[src/rtl/mem_bus_arbiter_pkg.sv]
// Shared types for the memory bus arbiter slice.
//   msize_t     : log2 transfer size in bytes (0..3)
//   strobe_t    : byte write enables, all-zero means read
//   arb_state_t : arbiter transaction phase
//   owner_t     : which upstream port owns the current transaction
package mem_bus_arbiter_pkg;

   typedef logic [2:0] msize_t;
   typedef logic [7:0] strobe_t;

   // Instruction fetches are always 4-byte words.
   localparam msize_t MSIZE4 = 3'b010;

   typedef enum logic [1:0] {
      IDLE = 2'd0,
      ADDR = 2'd1,
      DATA = 2'd2
   } arb_state_t;

   typedef enum logic [1:0] {
      OWN_NONE = 2'd0,
      OWN_IF   = 2'd1,
      OWN_D    = 2'd2
   } owner_t;

endpackage

[src/rtl/mem_bus_arbiter_arb_prio_pick.sv]
// Grant selection between the fetch and data ports, with a starvation guard.
// Data wins ties; once it has won MAX_D_STREAK ties in a row, fetch is forced.
// The guard is kept as a credit down-counter: credits left = MAX_D_STREAK - streak,
// so terminal count (zero credits) means fetch must be granted next.
// Ports:
//   clk, reset       clock, async active-high reset
//   grant_en         arbiter is in IDLE and may issue a grant this cycle
//   i_valid, d_valid upstream request valids
//   grant_if,grant_d one-hot (or zero) grant decision, combinational
module mem_bus_arbiter_arb_prio_pick #(
   parameter int MAX_D_STREAK = 4
) (
   input  logic clk,
   input  logic reset,
   input  logic grant_en,
   input  logic i_valid,
   input  logic d_valid,
   output logic grant_if,
   output logic grant_d
);

   localparam int CW = $clog2(MAX_D_STREAK + 1);

   logic [CW-1:0] d_credit;
   logic          d_credit_tc;

   assign d_credit_tc = (d_credit == '0);

   always_comb begin
      grant_d  = d_valid && !(i_valid && d_credit_tc);
      grant_if = i_valid && !grant_d;
   end

   // Credits only fall on a data grant that made fetch wait; a data grant
   // can never occur with fetch waiting at zero credits, so no underflow.
   always_ff @(posedge clk or posedge reset) begin
      if (reset) begin
         d_credit <= CW'(MAX_D_STREAK);
      end else if (grant_en && (grant_d || grant_if)) begin
         if (grant_d && i_valid)
            d_credit <= d_credit - CW'(1);
         else
            d_credit <= CW'(MAX_D_STREAK);
      end
   end

endmodule

[src/rtl/mem_bus_arbiter.sv]
// Shares one downstream memory port between the fetch bus (IF) and the data bus.
// One request is granted in IDLE, latched into the m_req_* registers and held
// until the downstream port accepts the address; responses are routed back to
// the owner only.
// Ports:
//   clk, reset                 clock, async active-high reset
//   i_req_* / i_*_ok / i_data  fetch port (32-bit instruction word back)
//   d_req_* / d_*_ok / d_data  data port (full-width read data back)
//   m_req_* / m_*_ok / m_rdata downstream memory port
//
// state | meaning
// ------+------------------------------------------------------------
// IDLE  | no transaction; grant and latch a request (one bubble cycle)
// ADDR  | m_req_valid high, waiting for m_addr_ok
// DATA  | address accepted, waiting for m_data_ok
module mem_bus_arbiter
   import mem_bus_arbiter_pkg::*;
#(
   parameter int ADDR_W       = 64,
   parameter int DATA_W       = 64,
   parameter int MAX_D_STREAK = 4
) (
   input  logic              clk,
   input  logic              reset,

   input  logic              i_req_valid,
   input  logic [ADDR_W-1:0] i_req_addr,
   output logic              i_addr_ok,
   output logic              i_data_ok,
   output logic [31:0]       i_data,

   input  logic              d_req_valid,
   input  logic [ADDR_W-1:0] d_req_addr,
   input  logic [2:0]        d_req_size,
   input  logic [7:0]        d_req_strobe,
   input  logic [DATA_W-1:0] d_req_data,
   output logic              d_addr_ok,
   output logic              d_data_ok,
   output logic [DATA_W-1:0] d_data,

   output logic              m_req_valid,
   output logic [ADDR_W-1:0] m_req_addr,
   output logic [2:0]        m_req_size,
   output logic [7:0]        m_req_strobe,
   output logic [DATA_W-1:0] m_req_data,
   input  logic              m_addr_ok,
   input  logic              m_data_ok,
   input  logic [DATA_W-1:0] m_rdata
);

   arb_state_t state;
   owner_t     owner;
   logic       grant_if;
   logic       grant_d;

   mem_bus_arbiter_arb_prio_pick #(
      .MAX_D_STREAK (MAX_D_STREAK)
   ) u_prio_pick (
      .clk      (clk),
      .reset    (reset),
      .grant_en (state == IDLE),
      .i_valid  (i_req_valid),
      .d_valid  (d_req_valid),
      .grant_if (grant_if),
      .grant_d  (grant_d)
   );

   always_ff @(posedge clk or posedge reset) begin
      if (reset) begin
         state        <= IDLE;
         owner        <= OWN_NONE;
         m_req_valid  <= 1'b0;
         m_req_addr   <= '0;
         m_req_size   <= '0;
         m_req_strobe <= '0;
         m_req_data   <= '0;
      end else begin
         case (state)
            IDLE: begin
               if (grant_d) begin
                  owner        <= OWN_D;
                  m_req_addr   <= d_req_addr;
                  m_req_size   <= d_req_size;
                  m_req_strobe <= d_req_strobe;
                  m_req_data   <= d_req_data;
                  m_req_valid  <= 1'b1;
                  state        <= ADDR;
               end else if (grant_if) begin
                  owner        <= OWN_IF;
                  m_req_addr   <= i_req_addr;
                  m_req_size   <= MSIZE4;
                  m_req_strobe <= '0;
                  m_req_data   <= '0;
                  m_req_valid  <= 1'b1;
                  state        <= ADDR;
               end
            end
            ADDR: begin
               // m_data_ok before the address is accepted is not a real completion.
               if (m_addr_ok) begin
                  m_req_valid <= 1'b0;
                  if (m_data_ok) begin
                     owner <= OWN_NONE;
                     state <= IDLE;
                  end else begin
                     state <= DATA;
                  end
               end
            end
            DATA: begin
               if (m_data_ok) begin
                  owner <= OWN_NONE;
                  state <= IDLE;
               end
            end
            default: begin
               owner <= OWN_NONE;
               state <= IDLE;
            end
         endcase
      end
   end

   // Responses follow the downstream handshakes in the same cycle. An owner
   // that dropped its valid still lets the downstream transfer finish but
   // receives no pulses.
   logic addr_phase;
   logic data_phase;
   logic i_own;
   logic d_own;

   always_comb begin
      addr_phase = (state == ADDR) && m_addr_ok;
      data_phase = m_data_ok && ((state == DATA) || addr_phase);
      i_own      = (owner == OWN_IF) && i_req_valid;
      d_own      = (owner == OWN_D) && d_req_valid;

      i_addr_ok  = addr_phase && i_own;
      i_data_ok  = data_phase && i_own;
      d_addr_ok  = addr_phase && d_own;
      d_data_ok  = data_phase && d_own;

      // Fetch gets the 32-bit half selected by the latched address.
      i_data     = '0;
      if (i_data_ok)
         i_data = m_req_addr[2] ? m_rdata[32 +: 32] : m_rdata[31:0];
      d_data     = d_data_ok ? m_rdata : '0;
   end

endmodule

[config.mk]
export PLATFORM = sky130hd
export DESIGN_NAME = mem_bus_arbiter
export DESIGN_NICKNAME = d
export VERILOG_FILES = /design/src/rtl/mem_bus_arbiter_pkg.sv /design/src/rtl/mem_bus_arbiter_arb_prio_pick.sv /design/src/rtl/mem_bus_arbiter.sv
export SDC_FILE = /design/constraint.sdc
export NUM_CORES = 1
export LEC_CHECK = 0
export CORE_AREA = 4 4 195 197
export DETAILED_ROUTE_END_ITERATION = 8
export DIE_AREA = 0 0 199 201
export PLACE_DENSITY = 0.54
export SLEW_MARGIN = 20
export SYNTH_ARGS = -nofsm -noshare
export SYNTH_HDL_FRONTEND = slang
export SYNTH_SLANG_ARGS = --single-unit
[constraint.sdc]
create_clock -name clk -period 5.5 [get_ports clk]
set_input_delay 0.55 -clock clk [delete_from_list [all_inputs] [get_ports clk]]
set_output_delay 0.55 -clock clk [all_outputs]
set_load 0.005 [all_outputs]
==> results of run 1 <==
synth_stat cells (2+ instances only):
cell,count,share of area
nand3b_1,2,0.0022
nor3b_1,2,0.0022
clkbuf_1,12,0.0065
clkbuf_2,5,0.0036
buf_2,27,0.019
inv_1,8,0.0043
o31ai_1,4,0.0043
nand2_1,68,0.037
mux2i_1,33,0.048
buf_4,10,0.011
dfrtp_1,146,0.53
and2_1,64,0.058
nor2_1,98,0.053
nor2b_1,3,0.0027
buf_1,3,0.0016
buf_6,3,0.0049
a22o_1,74,0.093
ha_1,5,0.0090
a21oi_1,130,0.094
worst paths after layout:
check	startpoint	endpoint	cells past startpoint
min reg2reg	u_prio_pick.d_credit[2]	u_prio_pick.d_credit[2]	2
max	i_req_valid	i_data[24]	6
min	u_prio_pick.d_credit[2]	u_prio_pick.d_credit[2]	2
max reg2reg	state[1]	m_req_data[37]	6
min in group asynchronous	reset	m_req_data[29]	2
max in group asynchronous	reset	m_req_addr[62]	3
layer usage:
layer | track usage | part of all wire | vias up
met5 | 0 | 0 | -
met4 | 0.0569 | 0.025 | 0
met3 | 0.0399 | 0.077 | 33
met2 | 0.275 | 0.52 | 299
met1 | 0.169 | 0.38 | 3478
li1 | - | - | 3425
layout make-up:
class | count | area [um2] | area share
Clock inverter | 12 | 121 | 0.00930
Clock buffer | 20 | 457 | 0.0350
Timing Repair Buffer | 524 | 5220 | 0.400
Multi-Input combinational cell | 499 | 2950 | 0.226
Antenna cell | 4 | 10.0 | 0.000767
Sequential cell | 147 | 3680 | 0.282
Inverter | 8 | 35.0 | 0.00268
Tap cell | 468 | 586 | 0.0449
through the flow:
stage / power [mW] / utilization / cells / instance area [um2]
2_1_floorplan: 3.14 / - / 714 / 6950
3_3_place_gp: 4.85 / 0.344 / 1646 / 12500
3_5_place_dp: 4.86 / 0.344 / 1646 / 12500
4_1_cts: 6.08 / 0.360 / 1678 / 13000
5_1_grt: 6.36 / 0.360 / 1681 / 13000
6_report: 5.97 / 0.360 / 1682 / 13100
worst max-delay path: cells and delay by family:
kind	cells	cell delay (ns)
buffers and inverters	3	1.20
AND/OR/NAND/NOR	3	1.12
power groups by stage:
stage | logic [mW] | registers [mW] | clock network (mW)
floorplan | 1.18 | 1.96 | 0
global placement | 2.87 | 1.98 | 0
detailed placement | 2.87 | 1.99 | 0
CTS | 2.88 | 1.99 | 1.21
global route | 3.06 | 2.06 | 1.25
finish | 2.82 | 1.98 | 1.17
cells by family (layout without fill, tap and decap cells):
| logic type | after synthesis | after routing | synth area share |
|---|---|---|---|
| simple gates | 243 | 243 | 0.160 |
| compound gates | 218 | 218 | 0.203 |
| flops | 147 | 147 | 0.529 |
| buf+inv | 68 | 564 | 0.0511 |
| mux | 33 | 33 | 0.0475 |
| fa+ha+maj | 5 | 5 | 0.00900 |
| other cells | 0 | 4 | 0 |
sequential cells by signal, summed over array words and instances (netlist names):
register,cells
u_prio_pick.d_credit,3
m_req_addr,64
m_req_data,64
m_req_valid,1
m_req_size,3
state,2
m_req_strobe,8
owner,2
==> flow_summary.toml, run 1 <==
[run_status]
status = "complete, no violations"

[detailed_routing]
drt_iter0_drc = 307
routedWlPerCell_um = 19.0
ant_nets = 0
dr.pass1.iters = 4
route.detailed.drc = 0
vias = 7235
vias_per_cell = 4.30
routed_wl_um = 32000

[worst_setup_path]
crit_type = "input pin to output port"
cp_max_fo = 33
critPathRequiredTime_ns = 4.95
path_cells = "clkdlybuf4s50_1 > buf_4 > nand3b_1 > or3b_2 > nor2_1 > clkdlybuf4s50_1"
cp-start-kind = "input pin"
cp.arrival_ns = 2.87
crit_path_max_incr_delay_ns = 0.77
crit_path_end_kind = "output port"
rrSetupSlack_ns = 2.90
cpMostUsedCell = "clkdlybuf4s50_1"
crit_slowest_cell = "or3b_2"

[pwr]
power_switching_mw = 2.06
intPower_mw = 3.91
ir_drop_mv = 0.206
p_sw_frac = 0.345
p_per_area_nw_per_um2 = 457
power_frac_comb = 0.472
pwr-share-seq = 0.332
clkPwrFrac = 0.196
power.leakage_nw = 5.40

[logic_synthesis]
synth.avg_cell_area_um2 = 9.74
yosys_warnings = 0
seq_area_frac_synth = 0.529
synth.net_count = 992
synth_edf_count = 0
postSynthCellCount = 714
synth-seq-cells = 147
synth_cell_types = 36
synth_ff_type = "dfrtp_1"
syn_area_um2 = 6950
async_flop_share = 1.00

[cts]
ctsHoldBuffers = 0
numCtsBuffers = 17
clkTransAtPathRegs_ns = 0.07
clockRootBuffer = "clkbuf_16"
cts_tree = "done"
insertion_delay_ns = 0.42
ctsLongestPathBuffers = 2
cts_resized = 0
cts_sinks = 147
post_cts_buffers = 0
h-tree-depth = 4

[global_routing]
grt_pass1_wl_um = 47100
grt_max_degree = 88
track_usage = 0.152
antenna_found_initial = 4
grt_pass1_vias = 7642
grt-ovfl-total = 0

[sta]
finalCritPeriodShare = 0.623
fmax_mhz = 292
drv_slew = 0
tns_ns = 0
skew_ns = 0.0130
period_needed_ns = 3.42
hold_viol_final = 0
fin_ws_ns = 2.08
slew_headroom = 0.323
worst_slew_pin_slew_ns = 1.01
setup_viol = 0
holdWs_ns = 0.482
rsz0062_at_grt = "no"

[floorplan]
ioPinCount = 513
num_rows = 70
initial_core_util = 0.192
die_area_um2 = 40000
die_h_um = 201
die_w_um = 199
fp.coreArea_um2 = 36300

[finish]
final_common_cell = "clkdlybuf4s50_1"
drive_above_1_share = 0.0455
num-fill-cells = 3656
syn_to_final_growth_pct = 87.7
layout_common_cells = "512 x clkdlybuf4s50_1, 145 x dfrtp_1, 130 x a21oi_1, 97 x nor2_1, 74 x a22o_1"
nNetsFinal = 1475

[worst_hold_path]
hold_class = "flop to flop"

[placement]
hpwl_um = 24200
dp_slack_ns = 1.90
port_buffers = 512
gp_congestion = 0.826

[run]
maxCapViolCount = 0
No activity file was read; power rests on OpenSTA's default activity.
==> inputs of run 2 (changes only) <==
PLACE_DENSITY = 0.56   (was 0.54)
clock period = 2.8 ns   (was 5.5 ns; I/O delays follow)
==> run 2 against run 1 <==
Utilization rose by 0.74 points. Non-clock buffer count up 9. Sequential power rose by 94%. First-iteration DRC count fell by 18%. Register-to-register slack got worse by 2.2 ns. Critical path depth increased by 1. Power rose by 100%. Largest cell class unchanged. Highest routed layer unchanged.
==> flow_summary.toml, run 2 (synthesis gave the netlist of run 1 again) <==
[run_status]
status = "complete, no violations"

[worst_setup_path]
crit_type = "flop to output port"
cp_max_fo = 16
cp.arrival_ns = 2.42
cp-startpoint = "state[0]"
crit_path_end_kind = "output port"
worstReg2RegStart = "state[0]"
cp-start-kind = "flop"
critPathRequiredTime_ns = 2.52

[detailed_routing]
ant_nets = 0
drt_iter0_drc = 253
dr.pass1.iters = 5
routedWlPerCell_um = 18.8
vias_per_cell = 4.32
vias = 7298
routed_wl_um = 31800
route.detailed.drc = 0

[sta]
fmax_mhz = 371
worst_slew_pin_slew_ns = 0.649
hold_viol_final = 0
fin_ws_ns = 0.102
period_needed_ns = 2.70
finalCritPeriodShare = 0.964
tns_ns = 0
rsz0062_at_grt = "yes"
setup_viol = 0
drv_slew = 0
skew_ns = 0.00788
slew_headroom = 0.568

[cts]
h-tree-depth = 4
clkTransAtPathRegs_ns = 0.07
numCtsBuffers = 17
cts_sinks = 147
ctsHoldBuffers = 0
clockRootBuffer = "clkbuf_16"
ctsLongestPathBuffers = 2
cts_tree = "done"
insertion_delay_ns = 0.42

[placement]
hpwl_um = 24300
gp_congestion = 0.860
dp_slack_ns = 0.324
port_buffers = 512

[floorplan]
num_rows = 70
initial_core_util = 0.192
die_area_um2 = 40000
ioPinCount = 513
die_w_um = 199
fp.coreArea_um2 = 36300
die_h_um = 201

[finish]
drive_above_1_share = 0.0566
final_common_cell = "clkdlybuf4s50_1"
layout_common_cells = "505 x clkdlybuf4s50_1, 145 x dfrtp_1, 130 x a21oi_1, 95 x nor2_1, 74 x a22o_1"
syn_to_final_growth_pct = 91.6
nNetsFinal = 1484
top_regs = "m_req_addr: 64 flops, m_req_data: 64 flops, m_req_strobe: 8 flops"

[run]
maxCapViolCount = 0

[global_routing]
grt_pass1_vias = 7441
track_usage = 0.149
antenna_found_initial = 3
grt_max_degree = 87
grt_pass1_wl_um = 46000
grt-ovfl-total = 0

[pwr]
p_per_area_nw_per_um2 = 901
ir_drop_mv = 0.517
power.leakage_nw = 5.64

[worst_hold_path]
hold_class = "input pin to asynchronous set/reset pin"
-- run 2: cell count changes in the layout (fill, tap and decap cells not counted), moves of 3 or more --
cell / previous run / this run
buf_12: 0 / 8
clkdlybuf4s50_1: 512 / 505
diode_2: 4 / 1
inv_6: 5 / 2
dlymetal6s2s_1: 0 / 7
-- run 2: power breakdown --
group | internal, mW | switching, mW | leakage (nW)
Sequential | 3.20 | 0.657 | 1.78
Combinational | 3.30 | 2.42 | 3.58
Clock | 1.46 | 0.962 | 0.286
-- run 2: repair_timing --
item	in CTS	in global routing
resized for setup	2	17
pin swaps	0	1
buffers inserted	0	2
setup endpoints to repair	32	96
cloned	0	1
-- run 2: worst paths after layout --
kind | to | slack [ns] | cells after the start
max | i_data[18] | 0.10 | 7
min in group clk | m_req_addr[55] | 0.40 | 3
min | m_req_data[9] | 0.23 | 2
min reg2reg | u_prio_pick.d_credit[2] | 0.48 | 2
max in group asynchronous | m_req_addr[30] | 1.85 | 3
max reg2reg | m_req_data[15] | 0.71 | 7
-- run 2: final cells by class --
cell class	instances	area, um2
Sequential cell	147	3680
Multi-Input combinational cell	499	2970
Timing Repair Buffer	533	5440
Inverter	8	33.8
Clock inverter	11	151
Tap cell	468	586
Clock buffer	21	460
Antenna cell	1	2.50
Fill cell	3661	22900
-- run 2: critical path, stage by stage (launching register included) --
cell and delay (ns):
dfrtp_1 0.42, inv_2 0.09, ha_2 0.18, a21oi_1 0.07, or3b_4 0.42, clkbuf_16 0.20, nor2_1 0.12, clkdlybuf4s50_1 0.51
-- run 2: per-layer routing --
| metal | vias to the layer above | track usage | wire length, um |
|---|---|---|---|
| li1 | 3438 | - | - |
| met1 | 3506 | 0.165 | 12000 |
| met2 | 321 | 0.270 | 16400 |
| met3 | 33 | 0.0441 | 2590 |
| met4 | 0 | 0.0481 | 777 |
| met5 | - | 0 | 0 |
-- run 2: stage by stage --
step	cell area (um2)	hold WS, ns	power [mW]	instances	util
after global placement	12600	0.472	9.61	1652	0.348
after global routing	13300	0.246	12.7	1688	0.367
after detailed placement	12600	0.473	9.61	1652	0.348
after CTS	13200	0.209	12.2	1684	0.365
final	13300	0.229	12.0	1688	0.367
after floorplan	6960	0.406	6.16	714	-
==> inputs of run 3 (changes only) <==
CTS_CLUSTER_DIAMETER = 120   (was not set)
REMOVE_ABC_BUFFERS = 1   (was not set)
==> run 3 against run 2 <==
Power grew 0.36%. Setup slack gained 0.021 ns. Register-to-register slack barely moved. Non-clock buffer count grew 4. Combinational power grew 2%. Count of clock-buffer cells in the layout decreased by 1. Routed wire length up 10%. First-iteration DRC count grew 4.3%. Sequential share of layout area down 0.21 points. Critical endpoint unchanged.
==> flow_summary.toml, run 3 (synthesis gave the netlist of run 1 again) <==
[run_status]
status = "complete, no violations"

[run]
maxCapViolCount = 0

[detailed_routing]
ant_nets = 0
route.detailed.drc = 0
dr.pass1.iters = 4
vias_per_cell = 4.38
routed_wl_um = 35000
drt_iter0_drc = 264
vias = 7432
routedWlPerCell_um = 20.6

[finish]
num-fill-cells = 3696
layout_common_cells = "475 x clkdlybuf4s50_1, 145 x dfrtp_1, 130 x a21oi_1, 97 x nor2_1, 74 x a22o_1"
post_layout_nonfiller_instances = 1698
top_regs = "m_req_addr: 64 flops, m_req_data: 64 flops, m_req_strobe: 8 flops"
syn_to_final_growth_pct = 93.0
final_common_cell = "clkdlybuf4s50_1"
finalInstanceArea_um2 = 13400
nNetsFinal = 1488
drive_above_1_share = 0.0581
post-route-util = 0.370

[cts]
ctsHoldBuffers = 0
clockRootBuffer = "clkbuf_16"
numCtsBuffers = 17
h-tree-depth = 4
clkTransAtPathRegs_ns = 0.06
cts_sinks = 147
cts_tree = "done"
insertion_delay_ns = 0.43
ctsLongestPathBuffers = 2

[sta]
worst_slew_pin_slew_ns = 0.630
tns_ns = 0
holdWs_ns = 0.224
fin_ws_ns = 0.123
finalCritPeriodShare = 0.956
drv_slew = 0
slew_headroom = 0.579
hold_viol_final = 0
setup_viol = 0
skew_ns = 0.00708
rsz0062_at_grt = "yes"
period_needed_ns = 2.68
fmax_mhz = 373

[placement]
port_buffers = 512
dpl.cell_count = 1658
hpwl_um = 27000
gp_congestion = 0.856
dp_slack_ns = 0.295
placed_cell_area_um2 = 12700

[worst_setup_path]
critPathRequiredTime_ns = 2.52
crit_path_end_kind = "output port"
cp_max_fo = 16
cp-start-kind = "flop"
cp.arrival_ns = 2.40
crit_type = "flop to output port"

[floorplan]
die_area_um2 = 40000
die_w_um = 199
die_h_um = 201
fp.coreArea_um2 = 36300
ioPinCount = 513
num_rows = 70
initial_core_util = 0.192

[global_routing]
grt-ovfl-total = 0
antenna_found_initial = 9
grt_pass1_vias = 7972
grt_max_degree = 80
grt_pass1_wl_um = 51100
track_usage = 0.169

[pwr]
p_per_area_nw_per_um2 = 897
finalPower_mw = 12.0
power.leakage_nw = 6.22
ir_drop_mv = 0.496

[worst_hold_path]
hold_class = "input pin to asynchronous set/reset pin"
==> run 3: cell count changes in the layout (fill, tap and decap cells not counted), moves of 2 or more <==
cell             before  now
clkdlybuf4s50_1     505  475
dlymetal6s2s_1        7   36
diode_2               1    8
buf_4                11   15
clkinvlp_4            5    1
clkinv_2              1    3
inv_6                 2    4
nor2_1               95   97
nor2_2                3    1
==> run 3: critical path, stage by stage, from the launching register on <==
cell and delay (ns):
dfrtp_1 0.41, inv_2 0.09, ha_2 0.18, a21oi_1 0.06, or3b_4 0.43, buf_16 0.18, nor2_1 0.10, clkdlybuf4s50_1 0.50
==> run 3: path summary, 6_finish.rpt <==
check                                              from                 endpoint  slack (ns)  depth (start not counted)
max in group asynchronous                         reset  u_prio_pick.d_credit[2]        1.84                          3
worst min register to register  u_prio_pick.d_credit[2]  u_prio_pick.d_credit[2]        0.50                          2
worst min-delay path                              reset           m_req_addr[33]        0.22                          2
min in group clk                         i_req_addr[29]           m_req_addr[29]        0.39                          3
worst max register to register  u_prio_pick.d_credit[0]           m_req_data[22]        0.71                          7
worst max-delay path                           state[0]               i_data[18]        0.12                          7
==> run 3: layer usage <==
metal  up-vias  track usage  routed length, um
met4         0       0.0699                932
met1      3555        0.182              13100
met2       385        0.294              17500
met5         -            0                  0
li1       3458            -                  -
met3        34       0.0671               3440
==> run 3: cell type report <==
cell class | instances | area (um2) | share of cell area
clock buffer | 20 | 457 | 0.0340
timing repair buffer | 537 | 5540 | 0.413
clock inverter | 11 | 126 | 0.00942
multi-input combinational | 499 | 2980 | 0.222
sequential | 147 | 3680 | 0.274
antenna | 8 | 20.0 | 0.00149
tap | 468 | 586 | 0.0436
inverter | 8 | 35.0 | 0.00261
==> run 3: repair_timing <==
action / in CTS / in global routing
gates cloned: 1 / 0
endpoints found under the setup margin: 78 / 68
pin swaps: 1 / 1
resized for setup: 11 / 41
hold endpoints to repair: 0 / 0
setup buffers: 0 / 0
==> run 3: power breakdown <==
part	switching [mW]	internal [mW]	total, mW
sequential	0.703	3.20	3.90
combinational	2.48	3.33	5.81
clock	0.963	1.36	2.32
